### config.mk
export PLATFORM = sky130hd
export DESIGN_NAME = uart_rx_drain_ctrl
export DESIGN_NICKNAME = d
export VERILOG_FILES = /design/src/rtl/uart_rx_drain_ctrl_pkg.sv /design/src/rtl/uart_rx_errstat.sv /design/src/rtl/uart_rx_drain_ctrl.sv
export SDC_FILE = /design/constraint.sdc
export NUM_CORES = 1
export LEC_CHECK = 0
export ABC_AREA = 1
export CAP_MARGIN = 10
export CELL_PAD_IN_SITES_DETAIL_PLACEMENT = 1
export CELL_PAD_IN_SITES_GLOBAL_PLACEMENT = 2
export CORE_UTILIZATION = 22
export DETAILED_ROUTE_END_ITERATION = 10
export GPL_TIMING_DRIVEN = 0
export PLACE_DENSITY_LB_ADDON = 0.1
export SETUP_SLACK_MARGIN = 0.15
export SKIP_CTS_REPAIR_TIMING = 1
export SLEW_MARGIN = 15
export SYNTH_ARGS = -nofsm -noshare
export SYNTH_HDL_FRONTEND = slang
export SYNTH_SLANG_ARGS = --single-unit
export TNS_END_PERCENT = 5
### constraint.sdc
create_clock -name clk -period 1.75 [get_ports clk]
set_input_delay 0.35 -clock clk [delete_from_list [all_inputs] [get_ports clk]]
set_output_delay 0.35 -clock clk [all_outputs]
set_load 0.01 [all_outputs]
### src/rtl/uart_rx_drain_ctrl_pkg.sv
// Shared constants for the UART receive drain controller: state encodings,
// trigger thresholds and the FIFO record field layout.
package uart_rx_drain_ctrl_pkg;

    localparam logic [1:0] ST_IDLE    = 2'd0;
    localparam logic [1:0] ST_LOAD    = 2'd1;
    localparam logic [1:0] ST_PRESENT = 2'd2;

    localparam logic [3:0] THR_L0 = 4'd1;
    localparam logic [3:0] THR_L1 = 4'd4;
    localparam logic [3:0] THR_L2 = 4'd8;
    localparam logic [3:0] THR_L3 = 4'd14;

    // Record layout: {data[7:0], break, parity_err, framing_err}
    localparam int REC_DATA_HI = 10;
    localparam int REC_DATA_LO = 3;
    localparam int REC_BRK     = 2;
    localparam int REC_PAR     = 1;
    localparam int REC_FRM     = 0;

    function automatic logic [3:0] trig_thr(input logic [1:0] lvl);
        logic [3:0] t;
        case (lvl)
            2'd0:    t = THR_L0;
            2'd1:    t = THR_L1;
            2'd2:    t = THR_L2;
            default: t = THR_L3;
        endcase
        return t;
    endfunction

endpackage

### src/rtl/uart_rx_errstat.sv
// Saturating per-class receive error counters; only present in builds that
// define UART_RX_DRAIN_ERRSTAT_EN.
`ifdef UART_RX_DRAIN_ERRSTAT_EN
module uart_rx_errstat (
    input  logic       clk,
    input  logic       rst,
    input  logic       clr,
    input  logic       inc,
    input  logic [2:0] err,
    output logic [7:0] cnt_break,
    output logic [7:0] cnt_parity,
    output logic [7:0] cnt_framing
);
    import uart_rx_drain_ctrl_pkg::*;

    logic [2:0][7:0] r_cnt;

    always_ff @(posedge clk) begin
        if (rst || clr) begin
            r_cnt <= '0;
        end else if (inc) begin
            for (int i = 0; i < 3; i++) begin
                if (err[i] && (r_cnt[i] != 8'hFF))
                    r_cnt[i] <= r_cnt[i] + 8'd1;
            end
        end
    end

    assign cnt_break   = r_cnt[REC_BRK];
    assign cnt_parity  = r_cnt[REC_PAR];
    assign cnt_framing = r_cnt[REC_FRM];

endmodule
`endif

### src/rtl/uart_rx_drain_ctrl.sv
// Drains the UART receive FIFO in bursts onto a valid/ready byte sink.
// Optional error counters are enabled with UART_RX_DRAIN_ERRSTAT_EN.
module uart_rx_drain_ctrl #(
    parameter int FIFO_COUNTER_W = 5,
    parameter int REC_WIDTH      = 11,
    parameter int MAX_BURST      = 16
) (
    input  logic                      clk,
    input  logic                      wb_rst_i,
    input  logic                      enable,
    input  logic [1:0]                trig_level,
    input  logic                      flush,
    input  logic [FIFO_COUNTER_W-1:0] rf_count,
    input  logic [REC_WIDTH-1:0]      rf_data_out,
    input  logic [9:0]                counter_t,
    output logic                      rf_pop,
    output logic                      m_valid,
    input  logic                      m_ready,
    output logic [7:0]                m_data,
    output logic [2:0]                m_err,
    output logic                      irq_rda,
    output logic                      irq_toi,
    output logic                      busy
`ifdef UART_RX_DRAIN_ERRSTAT_EN
    ,
    input  logic                      cnt_clr,
    output logic [7:0]                cnt_parity,
    output logic [7:0]                cnt_framing,
    output logic [7:0]                cnt_break
`endif
);
    import uart_rx_drain_ctrl_pkg::*;

    localparam int CW = FIFO_COUNTER_W;

    logic [1:0]           r_state;
    logic [CW-1:0]        r_burst_left;
    logic [REC_WIDTH-1:0] r_hold;
    logic                 r_irq_rda;
    logic                 r_irq_toi;

    logic [CW-1:0] w_thr;
    logic          w_thr_hit;
    logic [CW-1:0] w_burst_init;
    logic          w_pop;
    logic          w_toi_set;

    assign w_thr        = CW'(trig_thr(trig_level));
    assign w_thr_hit    = (rf_count >= w_thr);
    assign w_burst_init = (rf_count > CW'(MAX_BURST)) ? CW'(MAX_BURST) : rf_count;
    assign w_toi_set    = (counter_t == 10'd0) && (rf_count != '0);

    // Pop is suppressed by flush/reset in the same cycle and never hits an empty FIFO.
    assign w_pop = (r_state == ST_LOAD) && !flush && !wb_rst_i && (rf_count != '0);

    always_ff @(posedge clk) begin
        if (wb_rst_i) begin
            r_state      <= ST_IDLE;
            r_burst_left <= '0;
            r_hold       <= '0;
            r_irq_rda    <= 1'b0;
            r_irq_toi    <= 1'b0;
        end else begin
            r_irq_rda <= w_thr_hit;

            // A pending timeout survives the pop only if data remains behind it.
            if (flush)
                r_irq_toi <= 1'b0;
            else if (w_toi_set && (!w_pop || (rf_count > CW'(1))))
                r_irq_toi <= 1'b1;
            else if (w_pop)
                r_irq_toi <= 1'b0;

            if (flush) begin
                r_state      <= ST_IDLE;
                r_burst_left <= '0;
                r_hold       <= '0;
            end else begin
                case (r_state)
                    ST_IDLE: begin
                        if (enable && (w_thr_hit || r_irq_toi)) begin
                            r_state      <= ST_LOAD;
                            r_burst_left <= w_burst_init;
                        end
                    end
                    ST_LOAD: begin
                        if (w_pop) begin
                            r_hold       <= rf_data_out;
                            r_burst_left <= r_burst_left - CW'(1);
                            r_state      <= ST_PRESENT;
                        end else begin
                            r_state <= ST_IDLE;
                        end
                    end
                    ST_PRESENT: begin
                        if (m_ready)
                            r_state <= ((r_burst_left != '0) && (rf_count != '0)) ? ST_LOAD : ST_IDLE;
                    end
                    default: r_state <= ST_IDLE;
                endcase
            end
        end
    end

    assign rf_pop  = w_pop;
    assign m_valid = (r_state == ST_PRESENT);
    assign m_data  = r_hold[REC_DATA_HI:REC_DATA_LO];
    assign m_err   = {r_hold[REC_BRK], r_hold[REC_PAR], r_hold[REC_FRM]};
    assign irq_rda = r_irq_rda;
    assign irq_toi = r_irq_toi;
    assign busy    = (r_state != ST_IDLE);

`ifdef UART_RX_DRAIN_ERRSTAT_EN
    logic w_hs;
    assign w_hs = m_valid && m_ready && !flush;

    uart_rx_errstat u_errstat (
        .clk         (clk),
        .rst         (wb_rst_i),
        .clr         (cnt_clr),
        .inc         (w_hs),
        .err         (m_err),
        .cnt_break   (cnt_break),
        .cnt_parity  (cnt_parity),
        .cnt_framing (cnt_framing)
    );
`endif

endmodule

# After elaboration in Yosys (flattened, before gate mapping)
# Index checks and enable logic that the tools add are counted.
[word_totals]
reg_bits = 20
in_bits = 33
output_inout_bits = 16
[classes]
eq_ne = 7
n_addsub = 1
reduce_logical = 24
order_cmp = 3
n_mux = 12
[ops]
columns = ["op", "count"]
rows = [
  ["5-bit two-way mux", 3],
  ["4-bit one-hot mux with 3 select lines", 1],
  ["10-bit zero test", 1],
  ["5-bit one-hot mux with 2 select lines", 1],
  ["5-bit nonzero test", 2],
  ["1-bit logical AND", 7],
  ["2-bit two-way mux", 3],
  ["2-bit one-hot mux with 3 select lines", 1],
  ["2-bit nonzero test", 3],
  ["5-bit by 4-bit greater-or-equal comparator with 1-bit output", 1],
  ["5-bit by 1-bit > comparator with 1-bit output, second input constant", 1],
  ["5-bit > comparator, second input constant", 1],
  ["5-bit by 1-bit subtractor with 5-bit output, second input constant", 1],
  ["2-bit by 1-bit equality test with 1-bit output, second input constant", 2],
  ["2-bit equality test, second input constant", 2],
  ["2-bit zero test", 2],
  ["2-bit != test, second input constant", 2],
  ["2-bit AND reduction", 2],
  ["1-bit zero test", 3],
  ["1-bit two-way mux", 3],
  ["3-bit AND reduction", 1],
  ["1-bit logical OR", 2],
  ["2-bit by 1-bit != test with 1-bit output, second input constant", 1],
  ["2-bit OR reduction", 1],
]

# Depth between registers and ports, before layout
[logic_depth]
word_depth = 8
ltp_mapped = 12
mapped_depth_nobuf = 12

# Worst setup path after synthesis
# No wires, ideal clock.
[synth_path]
kind = "in2reg"
startpoint = "input port rf_count[0]"
endpoint = "register r_burst_left[4]"
slack_ns = 0.331
setup_time_ns = 0.114
required_ns = 1.636
arrival_ns = 1.305
path_stages = 12
path_cell_list = "inv_1 > ha_1 > inv_1 > nand2_1 > nand3_1 > nand4_2 > nand2_2 > nand2_4 > nand2_4 > nand2_1 > nand2_1 > nor2_2"
[synth_between]
elab_chain_len = 5
elab_cells_between_ends = 12
cone_classes = "order compare: 2; eq/ne: 2; mux: 3; reduce/logical: 5"
[synth_rtl]
columns = ["element", "line", "source"]
rows = [
  ["from (decl)", "uart_rx_drain_ctrl.sv:13", "input logic [FIFO_COUNTER_W-1:0] rf_count,"],
  ["5-bit by 4-bit greater-or-equal comparator with 1-bit output", "uart_rx_drain_ctrl.sv:49", "assign w_thr_hit = (rf_count >= w_thr);"],
  ["1-bit logical OR", "uart_rx_drain_ctrl.sv:81", "if (enable && (w_thr_hit || r_irq_toi)) begin"],
  ["1-bit logical AND", "uart_rx_drain_ctrl.sv:81", ""],
  ["2-bit != test (no source line)", "n/a", ""],
  ["3-bit AND reduction (no source line)", "n/a", ""],
  ["to (signal assigned)", "uart_rx_drain_ctrl.sv:83", "r_burst_left <= w_burst_init;"],
  ["to (signal assigned)", "uart_rx_drain_ctrl.sv:89", "r_burst_left <= r_burst_left - CW'(1);"],
  ["to (decl)", "uart_rx_drain_ctrl.sv:37", "logic [CW-1:0] r_burst_left;"],
]
# Parallel ways exist; a longest one is shown, timed or not. The select of a mux whose other input is x is not followed.
# A chain may end at the register's enable or synchronous reset.

# Worst setup path in the final report
[layout_path]
startpoint = "input port rf_count[3]"
endpoint = "output port rf_pop"
[layout_between]
elab_chain_len = 2
[layout_rtl]
columns = ["element", "line", "source"]
rows = [
  ["5-bit nonzero test", "uart_rx_drain_ctrl.sv:54", "assign w_pop = (r_state == ST_LOAD) && !flush && !wb_rst_i && (rf_count != '0);"],
  ["1-bit logical AND", "uart_rx_drain_ctrl.sv:54", ""],
  ["to (decl)", "uart_rx_drain_ctrl.sv:16", "output logic rf_pop,"],
]
# No other way between the ends.

==> impl_metrics.json <==
{
  "clock_latency_ns": 0.27,
  "clkTransAtPathRegs_ns": 0.08,
  "period_needed_ns": 1.738,
  "post_dp_cell_area_sq_mm": 0.001704,
  "die-width_um": 73.98,
  "slew-limit-headroom_pct": 78.29,
  "cts_num_sinks": 20,
  "hp-class": "in2reg",
  "synthFlopType": "dfxtp_1",
  "p_per_area_mw_per_mm2": 669.2,
  "grt-ovfl-total": 0,
  "via_count": 1212,
  "drc": 0,
  "fillCellCount": 592,
  "cp_max_fo": 10,
  "rsz0062_at_grt": "true",
  "crit_top_cell": "nor2_2",
  "start_util_pct": 23.51,
  "cts_root_buffer": "clkbuf_8",
  "io_pins": 49,
  "antenna_found_initial": 0,
  "syn_inst": 159,
  "place.gp.congestion": 0.7140,
  "numCtsBuffers": 3,
  "final-hold-violation-count": 0,
  "ys_ff_latch": 20,
  "area_growth_syn_to_layout_pct": 63.01,
  "cap_violations": 0,
  "synth.distinct_cells": 25,
  "crit_required_ns": 1.40,
  "postLayoutCellArea_sq_mm": 0.001858,
  "min_period_over_period_pct": 99.34,
  "setup_viol": 0,
  "post-place-ws_ns": -0.7268,
  "drt-initial-drc-count": 33,
  "status": "completed",
  "n_antenna_cell": 0,
  "grtUsageTotal_pct": 13.63,
  "grt_max_degree": 13,
  "routedWlPerCell_um": 12.50,
  "drt_first_pass_iters": 4,
  "hpwlAfterDp_um": 2752,
  "critical_path_arrival_ns": 1.39,
  "start_kind": "input pin",
  "synth_edf_count": 0,
  "worst-setup-path-type": "in2out",
  "endpoint_kind": "primary output",
  "drive_gt1_share_pct": 16.04,
  "ant_nets": 0,
  "synth_nets": 198,
  "vias_per_cell": 4.344,
  "power_leakage_uw": 0.0008378,
  "async_flop_share_pct": 0,
  "fin_skew_ns": 0.004298,
  "slowest_stage": "dlymetal6s2s_1",
  "grt_first_pass_wirelength_um": 5616,
  "num_rows": 25,
  "cts-htree-levels": 1,
  "worst_slack_ns": 0.01156,
  "final_common_cell": "clkdlybuf4s50_1",
  "grt_pass1_vias": 1267,
  "cts_tree": "yes",
  "die_h_um": 73.98,
  "layout_common_cells": "clkdlybuf4s50_1 (37), nor2_1 (34), dfxtp_1 (19), nand2_1 (18), inv_1 (16)",
  "clock_path_buffers": 2,
  "core_sq_mm": 0.004848,
  "worstMarginPinSlew_ns": 0.3252,
  "worstPathCellList": "dlymetal6s2s_1, nor2_2, nand2_2, nor2_2, nand2_4, nand3_4, inv_4, buf_8, buf_6",
  "ir_drop_v": 0.0002492,
  "p_total_uw": 1243,
  "report.final.slew_viol_count": 0,
  "die_area_sq_mm": 0.005473,
  "max_stage_delay_ns": 0.18,
  "finalWirelength_um": 3488,
  "yosysWarningCount": 0,
  "yosysSeqAreaShare_pct": 35.13,
  "io_buffers": 48,
  "synth.avg_cell_area_sq_um": 7.169,
  "fmaxAchievable_ghz": 0.5752,
  "layout.nets": 252,
  "syn_area_sq_mm": 0.001140
}
==> worst max-delay path, delay by kind of cell <==
family,cells,cell delay [ns]
buffers and inverters,4,0.49
AND/OR/NAND/NOR,5,0.54
==> per-stage QoR <==
stage	instances	util (%)	TNS (ns)	hold slack, ns
after floorplan	159	-	0	0.4194
after global routing	279	38.32	-0.07006	0.3264
final	279	38.32	0	0.3269
after detailed placement	274	35.15	-3.275	0.4593
after CTS	278	36.62	-1.053	0.4799
after global placement	274	35.15	-2.718	0.4495
==> where the power goes <==
part / switching, uW / leakage (uW) / internal [uW]
clock network: 177 / 0.0000357 / 306
registers: 9.22 / 0.000163 / 468
logic: 141 / 0.000639 / 142
total: 327 / 0.000838 / 916
==> routing by layer <==
| layer | wire length, um | global-route usage, % | vias to the layer above |
|---|---|---|---|
| met2 | 1728 | 23.84 | 28 |
| met1 | 1533 | 15.95 | 557 |
| met3 | 170 | 3.117 | 5 |
| met5 | 0 | 0 | - |
| li1 | - | - | 622 |
| met4 | 55 | 5.769 | 0 |
==> registers in the layout, summed over array words and instances (netlist names) <==
name,cells
r_hold,11
r_burst_left,5
irq_toi,1
r_state,2
irq_rda,1
==> cells in the mapped netlist, types with 2 or more instances <==
cell type  count  share of area, %
a21oi_1        6               2.6
a31oi_1        3               1.6
buf_6          2               2.0
dfxtp_1       20                35
ha_1           6               6.6
inv_1         17               5.6
inv_2          2              0.66
nand2_1       19               6.3
nand2_2        5               2.7
nand2_4        3               3.0
nand3_1        7               3.1
nor2_1        36                12
nor2_2         4               2.2
nor3_1         3               1.3
nor4_1         2               1.1
o21ai_0       13               5.7
o31ai_1        2               1.3
xor2_1         2               1.5
==> area by class of cell <==
cell class              count  area, sq um  area share (%)
multi-input cells         117        679.4           36.57
repair buffers             49        514.2           27.68
flip-flops and latches     20        401.6           21.62
well taps                  67        83.83           4.512
inverters                  19        76.32           4.108
clock buffers               3        41.29           2.222
plain buffers               3        31.28           1.684
clock inverters             1        30.03           1.616
==> path summary, 6_finish.rpt <==
check / depth (start not counted) / end / slack (ns) / from
hold / removal: 2 / irq_rda$_SDFF_PP0_ / 0.33 / wb_rst_i
hold reg to reg: 2 / r_hold[7]$_SDFFE_PP0P_ / 0.47 / r_hold[7]$_SDFFE_PP0P_
setup reg to reg: 7 / r_burst_left[2]$_SDFFE_PP0P_ / 0.42 / r_burst_left[0]$_SDFFE_PP0P_
setup / recovery: 9 / rf_pop / 0.01 / rf_count[3]
==> logic make-up after synthesis <==
family                   after synthesis  synth area share (%)
AND/OR/NAND/NOR                       83                 35.67
XOR/XNOR                               2                 1.537
flip-flops                            20                 35.13
AO/OA/AOI/OAI                         26                 12.40
buffers and inverters                 22                 8.671
adder cells (fa/ha/maj)                6                 6.586
Note: power is estimated with default switching activity, not from simulation.
